### src/rtl/debug_display_scheduler_if.sv
// Signal bundle between a debug-word source and the 4-digit display scheduler.
// The source drives the words and the selection controls; the scheduler drives
// the multiplexed 7-segment outputs and reports which word is on screen.
interface debug_display_scheduler_if;
  logic [15:0] in_sign1;
  logic [15:0] in_sign2;
  logic [15:0] in_sign3;
  logic [15:0] in_sign4;
  logic        mode;
  logic [1:0]  sel;
  logic        hold;
  logic [3:0]  an;
  logic [6:0]  seg;
  logic        dp;
  logic [1:0]  cur_sel;

  modport master (
    output in_sign1, in_sign2, in_sign3, in_sign4, mode, sel, hold,
    input  an, seg, dp, cur_sel
  );

  modport slave (
    input  in_sign1, in_sign2, in_sign3, in_sign4, mode, sel, hold,
    output an, seg, dp, cur_sel
  );
endinterface

### src/rtl/debug_display_scheduler.sv
// Time-multiplexed 4-digit hex display for four 16-bit debug words.
// A prescaler paces the digit scan; at the end of each 4-digit frame the
// displayed word is either taken from sel (manual) or rotated after
// ROTATE_FRAMES frames (auto), and its value is snapshotted so the digits of
// one frame always come from a single consistent sample. hold freezes the
// word choice and snapshot while the scan keeps refreshing the display.
module debug_display_scheduler #(
  parameter int SCAN_DIV      = 100000,
  parameter int ROTATE_FRAMES = 256
) (
  input logic                     CLK,
  input logic                     Reset,
  debug_display_scheduler_if.slave bus
);

  localparam int PRE_W   = $clog2(SCAN_DIV);
  localparam int FRAME_W = (ROTATE_FRAMES > 1) ? $clog2(ROTATE_FRAMES) : 1;

  localparam logic [PRE_W-1:0]   PRE_LAST   = PRE_W'(SCAN_DIV - 1);
  localparam logic [FRAME_W-1:0] FRAME_LAST = FRAME_W'(ROTATE_FRAMES - 1);

  // Registered state
  logic [PRE_W-1:0]   prescaler;
  logic [1:0]         digit;
  logic [FRAME_W-1:0] frame_cnt;
  logic [1:0]         word_idx;
  logic [15:0]        snapshot;

  // Frame-boundary decisions
  logic               tick;
  logic               frame_end;
  logic [1:0]         next_idx;
  logic [FRAME_W-1:0] next_frame;
  logic [15:0]        next_word;
  logic [3:0]         nibble;

  // Active-low segment pattern {g,f,e,d,c,b,a} for one hex digit.
  function automatic logic [6:0] hex_to_seg(input logic [3:0] nib);
    logic [6:0] code;
    case (nib)
      4'h0:    code = 7'b1000000;
      4'h1:    code = 7'b1111001;
      4'h2:    code = 7'b0100100;
      4'h3:    code = 7'b0110000;
      4'h4:    code = 7'b0011001;
      4'h5:    code = 7'b0010010;
      4'h6:    code = 7'b0000010;
      4'h7:    code = 7'b1111000;
      4'h8:    code = 7'b0000000;
      4'h9:    code = 7'b0010000;
      4'hA:    code = 7'b0001000;
      4'hB:    code = 7'b0000011;
      4'hC:    code = 7'b1000110;
      4'hD:    code = 7'b0100001;
      4'hE:    code = 7'b0000110;
      default: code = 7'b0001110;
    endcase
    return code;
  endfunction

  // Scan pacing: one tick per digit slot, a frame ends after the last digit.
  always_comb begin
    tick      = (prescaler == PRE_LAST);
    frame_end = tick && (digit == 2'd3);
  end

  // Word choice for the coming frame and the value to snapshot with it.
  always_comb begin
    // NOTE: every signal gets a default before any branch, so no path leaves
    // a value unassigned and no latch is inferred.
    next_idx   = word_idx;
    next_frame = frame_cnt;
    if (!bus.mode) begin
      next_idx = bus.sel;
    end else if (frame_cnt == FRAME_LAST) begin
      next_frame = '0;
      next_idx   = word_idx + 2'd1;
    end else begin
      next_frame = frame_cnt + FRAME_W'(1);
    end

    case (next_idx)
      2'd0:    next_word = bus.in_sign1;
      2'd1:    next_word = bus.in_sign2;
      2'd2:    next_word = bus.in_sign3;
      default: next_word = bus.in_sign4;
    endcase
  end

  // State update: the scan always runs; word state only moves at an unheld
  // frame boundary. Reset wins over everything and restarts at digit 0.
  always_ff @(posedge CLK) begin
    // NOTE: sequential state uses non-blocking assignments so every register
    // samples the pre-edge values, independent of statement order.
    if (Reset) begin
      prescaler <= '0;
      digit     <= 2'd0;
      frame_cnt <= '0;
      word_idx  <= 2'd0;
      snapshot  <= 16'h0000;
    end else begin
      prescaler <= tick ? '0 : prescaler + PRE_W'(1);
      if (tick) begin
        digit <= digit + 2'd1;
      end
      if (frame_end && !bus.hold) begin
        word_idx  <= next_idx;
        frame_cnt <= next_frame;
        snapshot  <= next_word;
      end
    end
  end

  // Display decode from registered state only; the digit under the scan is
  // driven in the same cycle it becomes current.
  always_comb begin
    nibble = snapshot[{digit, 2'b00} +: 4];
  end

  assign bus.an      = ~(4'b0001 << digit);
  assign bus.seg     = hex_to_seg(nibble);
  assign bus.dp      = (digit == word_idx) ? 1'b0 : 1'b1;
  assign bus.cur_sel = word_idx;

endmodule

### src/flat_wrapper.sv
// flat-port wrapper written by rule: the top's interface ports become plain ports
module debug_display_scheduler_flat 
#(
  parameter int SCAN_DIV      = 100000,
  parameter int ROTATE_FRAMES = 256
)
  (CLK, Reset, bus_in_sign1, bus_in_sign2, bus_in_sign3, bus_in_sign4, bus_mode, bus_sel, bus_hold, bus_an, bus_seg, bus_dp, bus_cur_sel);
  debug_display_scheduler_if bus_i ();
  input logic CLK;
  input logic Reset;
  input wire logic [$bits(bus_i.in_sign1)-1:0] bus_in_sign1;
  input wire logic [$bits(bus_i.in_sign2)-1:0] bus_in_sign2;
  input wire logic [$bits(bus_i.in_sign3)-1:0] bus_in_sign3;
  input wire logic [$bits(bus_i.in_sign4)-1:0] bus_in_sign4;
  input wire logic [$bits(bus_i.mode)-1:0] bus_mode;
  input wire logic [$bits(bus_i.sel)-1:0] bus_sel;
  input wire logic [$bits(bus_i.hold)-1:0] bus_hold;
  output wire logic [$bits(bus_i.an)-1:0] bus_an;
  output wire logic [$bits(bus_i.seg)-1:0] bus_seg;
  output wire logic [$bits(bus_i.dp)-1:0] bus_dp;
  output wire logic [$bits(bus_i.cur_sel)-1:0] bus_cur_sel;
  assign bus_i.in_sign1 = bus_in_sign1;
  assign bus_i.in_sign2 = bus_in_sign2;
  assign bus_i.in_sign3 = bus_in_sign3;
  assign bus_i.in_sign4 = bus_in_sign4;
  assign bus_i.mode = bus_mode;
  assign bus_i.sel = bus_sel;
  assign bus_i.hold = bus_hold;
  assign bus_an = bus_i.an;
  assign bus_seg = bus_i.seg;
  assign bus_dp = bus_i.dp;
  assign bus_cur_sel = bus_i.cur_sel;
  debug_display_scheduler #(.SCAN_DIV(SCAN_DIV), .ROTATE_FRAMES(ROTATE_FRAMES)) u_core (.CLK(CLK), .Reset(Reset), .bus(bus_i));
endmodule
### config.mk
export PLATFORM = sky130hd
export DESIGN_NAME = debug_display_scheduler_flat
export DESIGN_NICKNAME = d
export VERILOG_FILES = /design/src/rtl/debug_display_scheduler_if.sv /design/src/rtl/debug_display_scheduler.sv /design/src/flat_wrapper.sv
export SDC_FILE = /design/constraint.sdc
export NUM_CORES = 1
export LEC_CHECK = 0
export CORE_MARGIN = 2
export CORE_UTILIZATION = 52
export DETAILED_ROUTE_END_ITERATION = 8
export GPL_TIMING_DRIVEN = 0
export PLACE_DENSITY_LB_ADDON = 0.08
export SLEW_MARGIN = 40
export SYNTH_ARGS = -nofsm -noshare
export SYNTH_HDL_FRONTEND = slang
export SYNTH_SLANG_ARGS = --single-unit
### constraint.sdc
create_clock -name CLK -period 5.27 [get_ports CLK]
set_clock_uncertainty 0.15 [all_clocks]
set_input_delay 1.054 -clock CLK [delete_from_list [all_inputs] [get_ports CLK]]
set_output_delay 1.054 -clock CLK [all_outputs]
set_load 0.005 [all_outputs]
# Yosys cells after proc, flatten, opt, wreduce, memory -nomap -nowiden
# Memory sizes are Yosys's and may differ from the RTL's.
# Cells that the tools add are included.
[totals]
regBits = 45
elab_cells = 30
latchBits = 0
in_bits = 70
romBits = 112
out_inout_bits = 14
ram_bits = 0
n_memories = 1
[classes]
addsub = 4
eq_ne = 6
n_reduce_logical = 6
n_lt_le_gt_ge = 0
mul = 0
n_div = 0
bitwise_logic = 1
n_mux = 5
shifts = 2
[mem_list]
columns = ["memory", "words", "width", "rd", "rd_ports_with_merged_regs", "write_ports", "line_no", "source"]
rows = [
  ["(no name shown)", 16, 7, 1, 0, 0, "debug_display_scheduler.sv:40", "case (nib)"],
]
[op_table]
columns = ["op", "n"]
rows = [
  ["16-bit case mux with 3 select lines", 1],
  ["17-bit by 1-bit adder with 17-bit output (second input constant)", 1],
  ["17-bit == test (second input constant)", 1],
  ["16-bit by 5-bit indexed part select with 4-bit output", 1],
  ["8-bit by 1-bit adder with 8-bit output (second input constant)", 1],
  ["8-bit == test (second input constant)", 1],
  ["8-bit two-way mux", 1],
  ["2-bit by 1-bit adder with 2-bit output (second input constant)", 2],
  ["2-bit == test (second input constant)", 2],
  ["2-bit two-way mux", 2],
  ["4-bit inverter", 1],
  ["1-bit by 2-bit left shift with 4-bit output (first input constant)", 1],
  ["2-bit by 1-bit == test with 1-bit output (second input constant)", 1],
  ["2-bit == test", 1],
  ["1-bit logical AND", 2],
  ["2-bit logical NOT", 1],
  ["2-bit AND reduction", 1],
  ["2-bit OR reduction", 1],
  ["1-bit logical NOT", 1],
  ["1-bit two-way mux", 1],
]

# Logic depth before layout (Yosys ltp)
[depth]
word_depth = 5
ltp_mapped = 9
depth_no_buf = 7

# Worst setup path before layout
# No wires, ideal clock.
[synth_timing]
kind = "reg-to-output"
from = "reg u_core.digit[0]"
to = "out bus_seg[3]"
t_arrival_ns = 1.828
stages_incl_launch_ff = 9
slack_ns = 2.238
t_required_ns = 4.066
path_cell_list = "dfxtp_1 buf_2 mux4_2 inv_1 ha_1 nor2_1 a21oi_1 nor2_1 a31oi_1"
[synth_between]
elab_chain_len = 2
[synth_rtl]
columns = ["item", "line_no", "source"]
rows = [
  ["start, declared", "debug_display_scheduler.sv:24", "logic [1:0] digit;"],
  ["start signal, assigned", "debug_display_scheduler.sv:104", "digit <= digit + 2'd1;"],
  ["16-bit by 5-bit indexed part select with 4-bit output", "debug_display_scheduler.sv:117", "nibble = snapshot[{digit, 2'b00} +: 4];"],
  ["memory read 16 x 7 bit", "-", ""],
  ["end, declared", "flat_wrapper.sv:19", "output wire logic [$bits(bus_i.seg)-1:0] bus_seg;"],
]
# Every way passes these cells.

# Final worst setup path
# Ends and elaborated chain as after synthesis.

==> flow_metrics.env <==
export IMPL_status="completed"
export IMPL_hpwl_um=5920
export IMPL_total_leakage_power_nw=1.31
export IMPL_period_share_pct=77.7
export IMPL_syn_area_per_cell_um2=8.30
export IMPL_grt_overflow_total=0
export IMPL_synthArstFlopShare_pct=0
export IMPL_place_gp_congestion=0.881
export IMPL_switching_share_pct=25.5
export IMPL_ant_nets=0
export IMPL_path_clk_slew_ps=90
export IMPL_holdWs_ps=314
export IMPL_core_area_um2=5410
export IMPL_required_ps=4070
export IMPL_crit_buf_inv=3
export IMPL_setup_viol=0
export IMPL_htreeDepth=2
export IMPL_diodes=0
export IMPL_ctsResizeCount=0
export IMPL_finalWirelength_um=7850
export IMPL_start_kind="flop"
export IMPL_min_path_cells=2
export IMPL_reg2reg_to="u_core.snapshot[15]"
export IMPL_ys_seq_elements=45
export IMPL_layout_commonest_cell="clkdlybuf4s50_1"
export IMPL_wl_per_cell_um=15.5
export IMPL_fill_cells=441
export IMPL_synth_edf_count=0
export IMPL_syn_num_nets=427
export IMPL_rsz0062_at_grt="false"
export IMPL_cp_common_cell="nor2_1"
export IMPL_crit_family="buffers and inverters"
export IMPL_antenna_found_initial=0
export IMPL_final_nets=516
export IMPL_slew_headroom_pct=58.7
export IMPL_tightest_slew_ps=619
export IMPL_clk_latency_ps=310
export IMPL_placement_io_buffers=82
export IMPL_vias_per_cell=5.58
export IMPL_holdCritStartpoint="u_core.snapshot[6]"
export IMPL_fmax_mhz=244
export IMPL_root_buffer="clkbuf_8"
export IMPL_slew_viol_final=0
export IMPL_dieArea_um2=6110
export IMPL_p_sw_mw=0.172
export IMPL_arrival_ps=2890
export IMPL_slowest_delay_ps=620
export IMPL_clk_path_buf_depth=2
export IMPL_clock_sinks=45
export IMPL_dieWidth_um=78.2
export IMPL_ff2ff_path_depth=9
export IMPL_crit_fanout=7
export IMPL_syn_inst=345
export IMPL_worstSetupEndpointType="output pin"
export IMPL_slowest_stage="mux4_2"
export IMPL_synth_cell_types=54
export IMPL_ys_seq_area_share_pct=31.5
export IMPL_drive_gt1_share_pct=7.59
export IMPL_path_class="reg -> out"
export IMPL_final_cell_mix="clkdlybuf4s50_1, dfxtp_1, nor2_1"
export IMPL_min_path_type="reg -> reg"
export IMPL_syn2layout_area_growth_pct=35.7
export IMPL_grt_pass1_wl_um=12900
export IMPL_vias=2828
export IMPL_ys_flop_type="dfxtp_1"
export IMPL_peakVddDrop_v=0.000178
export IMPL_hold_violations=0
export IMPL_tritoncts="done"
export IMPL_num_io_pins=84
export IMPL_seq_area_um2=901
export IMPL_multi_input_area_um2=1820
export IMPL_synth_area_um2=2860
export IMPL_ys_warn_count=0
export IMPL_cap_violations=0
export IMPL_clkPwrFrac_pct=33.5
export IMPL_crit_chain="buf_2 > mux4_2 > inv_1 > ha_1 > nor2_1 > a21oi_1 > nor2_1 > a31oi_1 > clkdlybuf4s50_1"
export IMPL_reg2reg_from="u_core.prescaler[0]"
export IMPL_initial_core_util_pct=53.0
export IMPL_postCtsSetupBuffers=0
export IMPL_first_iter_violations=177
export IMPL_seqPwrFrac_pct=50.9
export IMPL_post_route_min_period_ps=4090
export IMPL_grt_pass1_vias=2790
export IMPL_dr_pass1_iters=4
export IMPL_drc=0
export IMPL_holdPathEnd="u_core.snapshot[6]"
export IMPL_comb_power_share_pct=15.7
export IMPL_core_rowCount=27
export IMPL_numCtsBuffers=5
export IMPL_die_h_um=78.2
export IMPL_hold_buffers=0
export IMPL_grt_usage_pct=26.2
export IMPL_cellInternalPower_mw=0.503
export IMPL_power_density_nw_per_um2=174
export IMPL_grt_max_degree=17
export IMPL_setup_tns_ps=0
export IMPL_r2r_slack_ps=2610
routing by layer:
metal	share of wire, %	vias to the layer above	global-route usage, %
met5	0	-	0
li1	-	1418	-
met4	1.1	0	6.84
met1	41	1312	30.0
met3	7.5	11	5.86
met2	50	87	48.8
worst min-delay path, stage by stage, from the launching register on:
cell and delay [ps]:
dfxtp_1 320, nand2_1 50, o21ai_1 50
power groups by stage:
stage | registers (mW) | clock network [mW] | logic (mW)
6_report | 0.344 | 0.226 | 0.106
5_1_grt | 0.344 | 0.246 | 0.114
4_1_cts | 0.344 | 0.231 | 0.106
3_5_place_dp | 0.352 | 0 | 0.105
3_3_place_gp | 0.351 | 0 | 0.103
2_1_floorplan | 0.351 | 0 | 0.0409
layout make-up:
type,instances,share of cell area [%]
Buffer,23,2.67
Tap cell,72,2.32
Clock inverter,3,0.644
Clock buffer,5,1.77
Timing Repair Buffer,82,21.1
Inverter,14,1.35
Multi-Input combinational cell,263,46.9
Sequential cell,45,23.2
cell families (layout without fill, tap and decap cells):
family / count (synthesis) / after routing / share of synthesized area, %
buf+inv: 37 / 127 / 5.46
simple gates: 147 / 147 / 26.9
fa+ha+maj: 12 / 12 / 5.24
xor+xnor: 25 / 25 / 7.65
mux: 6 / 6 / 3.93
flops: 45 / 45 / 31.5
compound gates: 73 / 73 / 19.3
synthesized netlist by cell type, types with 3 or more instances:
cell type / instances / area (µm²)
dfxtp_1: 45 / 901
nor2_1: 38 / 143
nand2_1: 33 / 124
and2_1: 23 / 144
xnor2_1: 20 / 175
a221oi_1: 18 / 158
inv_1: 14 / 52.6
clkbuf_1: 12 / 45.0
ha_1: 12 / 150
nand3_1: 10 / 50.1
o221ai_1: 10 / 87.6
nor3_1: 8 / 40.0
o21ai_0: 8 / 40.0
o21ai_1: 8 / 40.0
buf_2: 7 / 35.0
a21oi_1: 6 / 30.0
nand4_1: 5 / 31.3
xor2_1: 5 / 43.8
a221o_1: 4 / 40.0
mux4_2: 4 / 90.1
and3_1: 3 / 18.8
nand2b_1: 3 / 18.8
nand3b_1: 3 / 22.5
nor2b_1: 3 / 18.8
nor4_1: 3 / 18.8
o31ai_1: 3 / 22.5
stage by stage:
stage | power, mW | utilization, % | setup slack, ps | instance area, µm² | cells
5_1_grt | 0.704 | 71.9 | 974 | 3880 | 507
2_1_floorplan | 0.392 | - | 2240 | 2860 | 345
3_5_place_dp | 0.457 | 70.1 | 1510 | 3790 | 499
6_report | 0.675 | 71.9 | 1180 | 3880 | 507
4_1_cts | 0.680 | 71.9 | 1150 | 3880 | 507
3_3_place_gp | 0.454 | 69.8 | 1570 | 3770 | 499
sequential cells by signal (all words and copies together), names as in the netlist:
name	cells
u_core.snapshot	16
u_core.frame_cnt	8
u_core.digit	2
u_core.prescaler	17
u_core.bus.cur_sel	2
worst max-delay path by stage:
stage                          from          to  slack, ps  cells past startpoint
floorplan           u_core.digit[0]  bus_seg[3]       2240                      8
global placement    u_core.digit[0]  bus_seg[3]       1570                      9
detailed placement  u_core.digit[0]  bus_seg[3]       1510                      9
CTS                 u_core.digit[0]  bus_seg[3]       1150                      9
global route        u_core.digit[0]  bus_seg[3]        970                      9
finish              u_core.digit[0]  bus_seg[3]       1180                      9
Note: power is estimated with default switching activity, not from simulation.
